$ cat src/rtl/risc_regfile_pkg.sv
// Shared types and constants for the multi-read-port register file.
// Optional write-first bypass is selected with the RISC_REGFILE_BYPASS_EN macro.
package risc_regfile_pkg;

  // Two-state controller: CLEAR sweeps every entry to zero, IDLE serves reads/writes.
  typedef enum logic {
    RF_IDLE  = 1'b0,
    RF_CLEAR = 1'b1
  } rf_state_t;

  // Upper bound on the number of read ports this file is built for.
  localparam int RF_MAX_NRD = 4;

  // Number of registers addressed by an addr_w-bit register index.
  function automatic int rf_depth(input int addr_w);
    return 1 << addr_w;
  endfunction

endpackage

$ cat src/rtl/risc_regfile_rdport.sv
// One registered read port of the register file.
// Selects the addressed entry, applies the R0-reads-zero mask and, when
// RISC_REGFILE_BYPASS_EN is defined, forwards a same-cycle write (write-first).
// Without the macro a same-cycle write is not seen until the next read (read-first).
module risc_regfile_rdport
  import risc_regfile_pkg::*;
#(
  parameter int DATA_W  = 8,
  parameter int ADDR_W  = 4,
  parameter int R0_ZERO = 0
) (
  input  logic              clk_i,
  input  logic              rst_i,
  input  logic              clear_i,
  input  logic [ADDR_W-1:0] rs_addr_i,
  input  logic [DATA_W-1:0] mem_i [rf_depth(ADDR_W)],
  input  logic              wr_en_i,
  input  logic [ADDR_W-1:0] wr_addr_i,
  input  logic [DATA_W-1:0] wr_data_i,
  output logic [DATA_W-1:0] rs_data_o
);

  logic [DATA_W-1:0] rs_data_q;
  logic [DATA_W-1:0] rs_data_d;
  logic              r0_hit;

  // Register 0 masking only exists when the hardwired-zero option is on.
  assign r0_hit = (R0_ZERO != 0) && (rs_addr_i == '0);

`ifndef RISC_REGFILE_BYPASS_EN
  // Write-port inputs only matter for forwarding; keep them visibly consumed.
  logic unused_wr;
  assign unused_wr = ^{wr_en_i, wr_addr_i, wr_data_i};
`endif

  // Next read value: array entry, optionally overridden by the incoming write, then R0 mask.
  always_comb begin
    rs_data_d = mem_i[rs_addr_i];
`ifdef RISC_REGFILE_BYPASS_EN
    if (wr_en_i && (wr_addr_i == rs_addr_i)) begin
      rs_data_d = wr_data_i;
    end
`endif
    if (r0_hit) begin
      rs_data_d = '0;
    end
  end

  // Output register: forced to zero during reset and while the clear sweep runs.
  always_ff @(posedge clk_i) begin
    if (rst_i || clear_i) begin
      rs_data_q <= '0;
    end else begin
      rs_data_q <= rs_data_d;
    end
  end

  assign rs_data_o = rs_data_q;

endmodule

$ cat src/rtl/risc_regfile_mp.sv
// Parametrised register file: NRD registered read ports, one write port,
// a hardware clear sweep after every reset and optional R0-hardwired-zero.
// Read data appears one cycle after the address. busy is high while the
// sweep runs and decode must stall. Same-cycle write/read forwarding is
// enabled by defining RISC_REGFILE_BYPASS_EN (default: read-first).
// dbg_state_o mirrors the controller state (1 = CLEAR, 0 = IDLE).
module risc_regfile_mp
  import risc_regfile_pkg::*;
#(
  parameter int DATA_W  = 8,
  parameter int ADDR_W  = 4,
  parameter int NRD     = 2,
  parameter int R0_ZERO = 0
) (
  input  logic                  clk,
  input  logic                  rst,
  input  logic [NRD*ADDR_W-1:0] rs_addr,
  output logic [NRD*DATA_W-1:0] rs_data,
  input  logic [ADDR_W-1:0]     rd_addr,
  input  logic                  rd_write,
  input  logic [DATA_W-1:0]     rd,
  output logic                  busy,
  output logic                  dbg_state_o
);

  localparam int                DEPTH    = rf_depth(ADDR_W);
  localparam logic [ADDR_W-1:0] LAST_PTR = {ADDR_W{1'b1}};

  if ((NRD < 1) || (NRD > RF_MAX_NRD)) begin : g_bad_nrd
    $error("risc_regfile_mp: NRD must be in 1..%0d", RF_MAX_NRD);
  end

  rf_state_t         state_q;
  logic [ADDR_W-1:0] clr_ptr_q;
  logic [ADDR_W-1:0] clr_ptr_d;
  logic              busy_q;
  logic              clearing;
  logic              wr_to_r0;
  logic              wr_en;
  logic [DATA_W-1:0] mem_q [DEPTH];

  assign clearing  = (state_q == RF_CLEAR);
  assign clr_ptr_d = clr_ptr_q + ADDR_W'(1);

  // Writes only land in IDLE; a write to R0 is discarded when R0 is hardwired.
  assign wr_to_r0 = (R0_ZERO != 0) && (rd_addr == '0);
  assign wr_en    = rd_write && (state_q == RF_IDLE) && !wr_to_r0;

  // Controller: reset restarts the sweep; the sweep ends by compare on the last index.
  always_ff @(posedge clk) begin
    if (rst) begin
      state_q   <= RF_CLEAR;
      clr_ptr_q <= '0;
      busy_q    <= 1'b1;
    end else begin
      case (state_q)
        RF_CLEAR: begin
          if (clr_ptr_q == LAST_PTR) begin
            state_q   <= RF_IDLE;
            clr_ptr_q <= '0;
            busy_q    <= 1'b0;
          end else begin
            clr_ptr_q <= clr_ptr_d;
          end
        end
        default: begin
          state_q <= RF_IDLE;
          busy_q  <= 1'b0;
        end
      endcase
    end
  end

  // Storage: the sweep zeroes one entry per cycle, otherwise the write port updates.
  always_ff @(posedge clk) begin
    if (!rst) begin
      if (clearing) begin
        mem_q[clr_ptr_q] <= '0;
      end else if (wr_en) begin
        mem_q[rd_addr] <= rd;
      end
    end
  end

  for (genvar g = 0; g < NRD; g++) begin : g_rd
    risc_regfile_rdport #(
      .DATA_W  (DATA_W),
      .ADDR_W  (ADDR_W),
      .R0_ZERO (R0_ZERO)
    ) u_rdport (
      .clk_i     (clk),
      .rst_i     (rst),
      .clear_i   (clearing),
      .rs_addr_i (rs_addr[g*ADDR_W +: ADDR_W]),
      .mem_i     (mem_q),
      .wr_en_i   (wr_en),
      .wr_addr_i (rd_addr),
      .wr_data_i (rd),
      .rs_data_o (rs_data[g*DATA_W +: DATA_W])
    );
  end

  assign busy        = busy_q;
  assign dbg_state_o = state_q;

endmodule

$ cat config.mk
export PLATFORM = sky130hd
export DESIGN_NAME = risc_regfile_mp
export DESIGN_NICKNAME = d
export VERILOG_FILES = /design/src/rtl/risc_regfile_pkg.sv /design/src/rtl/risc_regfile_rdport.sv /design/src/rtl/risc_regfile_mp.sv
export SDC_FILE = /design/constraint.sdc
export NUM_CORES = 1
export LEC_CHECK = 0
export CORE_ASPECT_RATIO = 0.8
export CORE_UTILIZATION = 55
export DETAILED_ROUTE_END_ITERATION = 12
export PLACE_DENSITY = 0.77
export SYNTH_ARGS = -nofsm -noshare
export SYNTH_HDL_FRONTEND = slang
export SYNTH_SLANG_ARGS = --single-unit
$ cat constraint.sdc
create_clock -name clk -period 2.1 [get_ports clk]
set_clock_uncertainty 0.2 [all_clocks]
set_input_delay 0.42 -clock clk [delete_from_list [all_inputs] [get_ports clk]]
set_output_delay 0.42 -clock clk [all_outputs]
set_load 0.05 [all_outputs]
==> metrics <==
WHS 0.2594 ns; cts bufs inserted 17; Skew-Pair Late Insertion Delay 0.43 ns; CTS root buf clkbuf_16; Core ar. 0.01501 mm²; Hold EP busy; placed cell area 0.009762 mm²; Comb power frac 13.0%; worst setup margin 0.1255 ns; Critical Path AT 1.35 ns; Layout fillers 1027; Yosys reg bits 150; die area 0.01588 mm²; initial antenna violation count 0; r2r startpoint clr_ptr_q[0]; hold crit path type register to register; Hold Path Cell Cnt 1; largest area contributor in the netlist edfxtp_1; Vias 6668; Reg clk slew, reported paths 0.06 ns; I/O Pins 41; Flop pwr share 47.6%; GRT Total Usage 35.08%; DRC 0; Antenna Cells 0; Resized Gates After CTS 9; PwrDens 742.5 mW/mm²; first-pass GRT wire length 39540 µm; Synth Instances 627; vias in the first global route 6339; die width 140.7 µm; Routability Congestion 0.9712; Place WS -0.2654 ns; Synth Flop Type edfxtp_1; CP max FO 16; Seq/Total Area, Yosys 50.64%; f_max 0.5065 GHz; post-route cell area 0.01032 mm²; CP startpoint kind register; DR vias/cell 7.216; Static Leak 4.140 nW; Critical Path End Type output port; H-Tree Depth 4; total grt overflow 0; DR iter-0 viols 962; clock power share 39.4%; syn_area_per_cell 13.49 µm²; max-cap viol count 0; internal power 0.005813 W; Ys Warns 0; Post-synth EDFFs 128; WL/cell 28.95 µm; slew at the pin with the worst max-slew slack 0.7092 ns; I/O Buffers 40; worst-path cell with the longest stage delay dfxtp_2; setup bufs post-CTS 0; status finished, final reports clean; Synth top area share 45.44%; min Tclk post-route 1.974 ns; CP Data Required Time 1.48 ns; Cell variety after synth 42; RSZ-0062 raised after global routing no; Psw 0.001850 W; Clock Tree Buf Depth 2; ys async rst share 0%; layout cell share with drive strength beyond 1 29.25%; Area Growth Syn to Fin 21.99%; Post-Syn Nets 654; hold path startpoint busy; worst relative slew slack 52.62%; TritonCTS sink count 150; reg2reg path depth 4; peak supply drop 620.7 µV; nets 750; pin count of the biggest net entering global routing 31; max-slew violation count 0; drt pass-1 iters 5; top cells by area, synth edfxtp_1, a22o_1, mux4_2; Sw Ratio 24.14%; Starting Density 56.34%; final hold viol count 0; period utilization 94.02%; Setup-failing EPs final 0; slowest cell delay on critical path 0.53 ns; reg-to-reg endpoint mem_q[127]; critical path type register to output port; reg-to-reg setup timing slack 0.17 ns; Synth Cell Area 0.008459 mm²; Routed WL 26750 µm; post-route ant nets 0; Hold Buf Count CTS 0; Die H 112.9 µm; Rows 40; Post-DP HPWL 19450 µm; Cell Chain, Critical Path buf_4 > buf_12; CTS tree done; Commonest cells post-synth a22o_1, edfxtp_1, nor2_1
[cell type report]
class,instances,area [µm²],area share (%)
Multi-Input combinational cell,415,3869,37.49
Inverter,4,15.01,0.1455
Timing Repair Buffer,135,1345,13.03
Tap cell,189,236.5,2.291
Clock buffer,19,432.9,4.195
Clock inverter,12,136.4,1.322
Sequential cell,150,4285,41.53
[flip-flops by register name (all words and copies together), names as in the netlist]
register	count
g_rd.u_rdport.rs_data_o	16
busy	1
mem_q	128
dbg_state_o	1
clr_ptr_q	4
[critical path, delay by kind of cell, from the launching register on]
kind,cells,cell delay [ns]
DFF,1,0.53
buffers and inverters,2,0.38
[placed cells by master (no fill, tap or decap), types with 2 or more instances in the layout]
cell,instances
nand2_1,23
mux4_1,4
clkinvlp_4,2
nand2b_1,4
dlygate4sd2_1,9
clkinv_2,4
a22o_1,128
clkdlybuf4s50_1,20
bufinv_16,3
nor2_1,33
clkbuf_16,17
nor2b_1,14
buf_2,2
o211ai_1,14
a21boi_2,15
nor3_2,6
buf_4,82
nor3b_2,2
nor3_4,2
ha_1,4
clkinv_1,3
nor4_1,2
mux2i_1,43
mux4_2,39
dfxtp_1,21
a21oi_1,5
buf_12,22
nand3_1,15
clkbuf_1,2
edfxtp_1,128
a22oi_1,31
nor2_2,14
and2_1,3
inv_1,4
[how the worst max path moves through the flow]
stage | startpoint | endpoint
final | dbg_state_o | dbg_state_o
after global routing | rd_addr[1] | mem_q[108]
after CTS | dbg_state_o | dbg_state_o
after detailed placement | rs_addr[6] | g_rd[1].u_rdport.rs_data_o[7]
after global placement | rs_addr[6] | g_rd[1].u_rdport.rs_data_o[7]
after floorplan | rd_addr[2] | mem_q[32]
[per-stage QoR]
| step | util, % | TNS (ns) | cells | power [W] |
|---|---|---|---|---|
| 3_3_place_gp | 65.02 | -30.49 | 893 | 0.004623 |
| 2_1_floorplan | - | 0 | 627 | 0.004232 |
| 6_report | 68.73 | 0 | 924 | 0.007663 |
| 3_5_place_dp | 65.02 | -39.25 | 893 | 0.004660 |
| 5_1_grt | 68.73 | 0 | 924 | 0.007820 |
| 4_1_cts | 68.73 | 0 | 924 | 0.007620 |
[power by group through the flow]
| stage | clock network [W] | logic (W) | registers [W] |
|---|---|---|---|
| finish | 0.00302 | 0.000993 | 0.00365 |
| global route | 0.00312 | 0.00103 | 0.00366 |
| CTS | 0.00301 | 0.000975 | 0.00364 |
| detailed placement | 0 | 0.000969 | 0.00369 |
| global placement | 0 | 0.000943 | 0.00368 |
| floorplan | 0 | 0.000632 | 0.00360 |
[layer usage]
layer	track usage (%)	vias to the layer above	part of all wire [%]
li1	-	2757	-
met1	48.50	3266	38
met2	50.58	574	44
met3	11.34	71	15
met4	16.23	0	3.5
met5	0	-	0
[cell families (layout without fill, tap and decap cells)]
group / count (synthesis) / after routing / synth area share, %
AOI/OAI and AO/OA: 201 / 201 / 20.31
DFF: 150 / 150 / 50.64
and+or+nand+nor: 123 / 123 / 7.543
muxes: 86 / 86 / 16.71
adders and majority gates: 4 / 4 / 0.5917
xor gates and xnor gates: 1 / 1 / 0.1036
buffers and inverters: 62 / 170 / 4.097
Note: power is estimated with default switching activity, not from simulation.
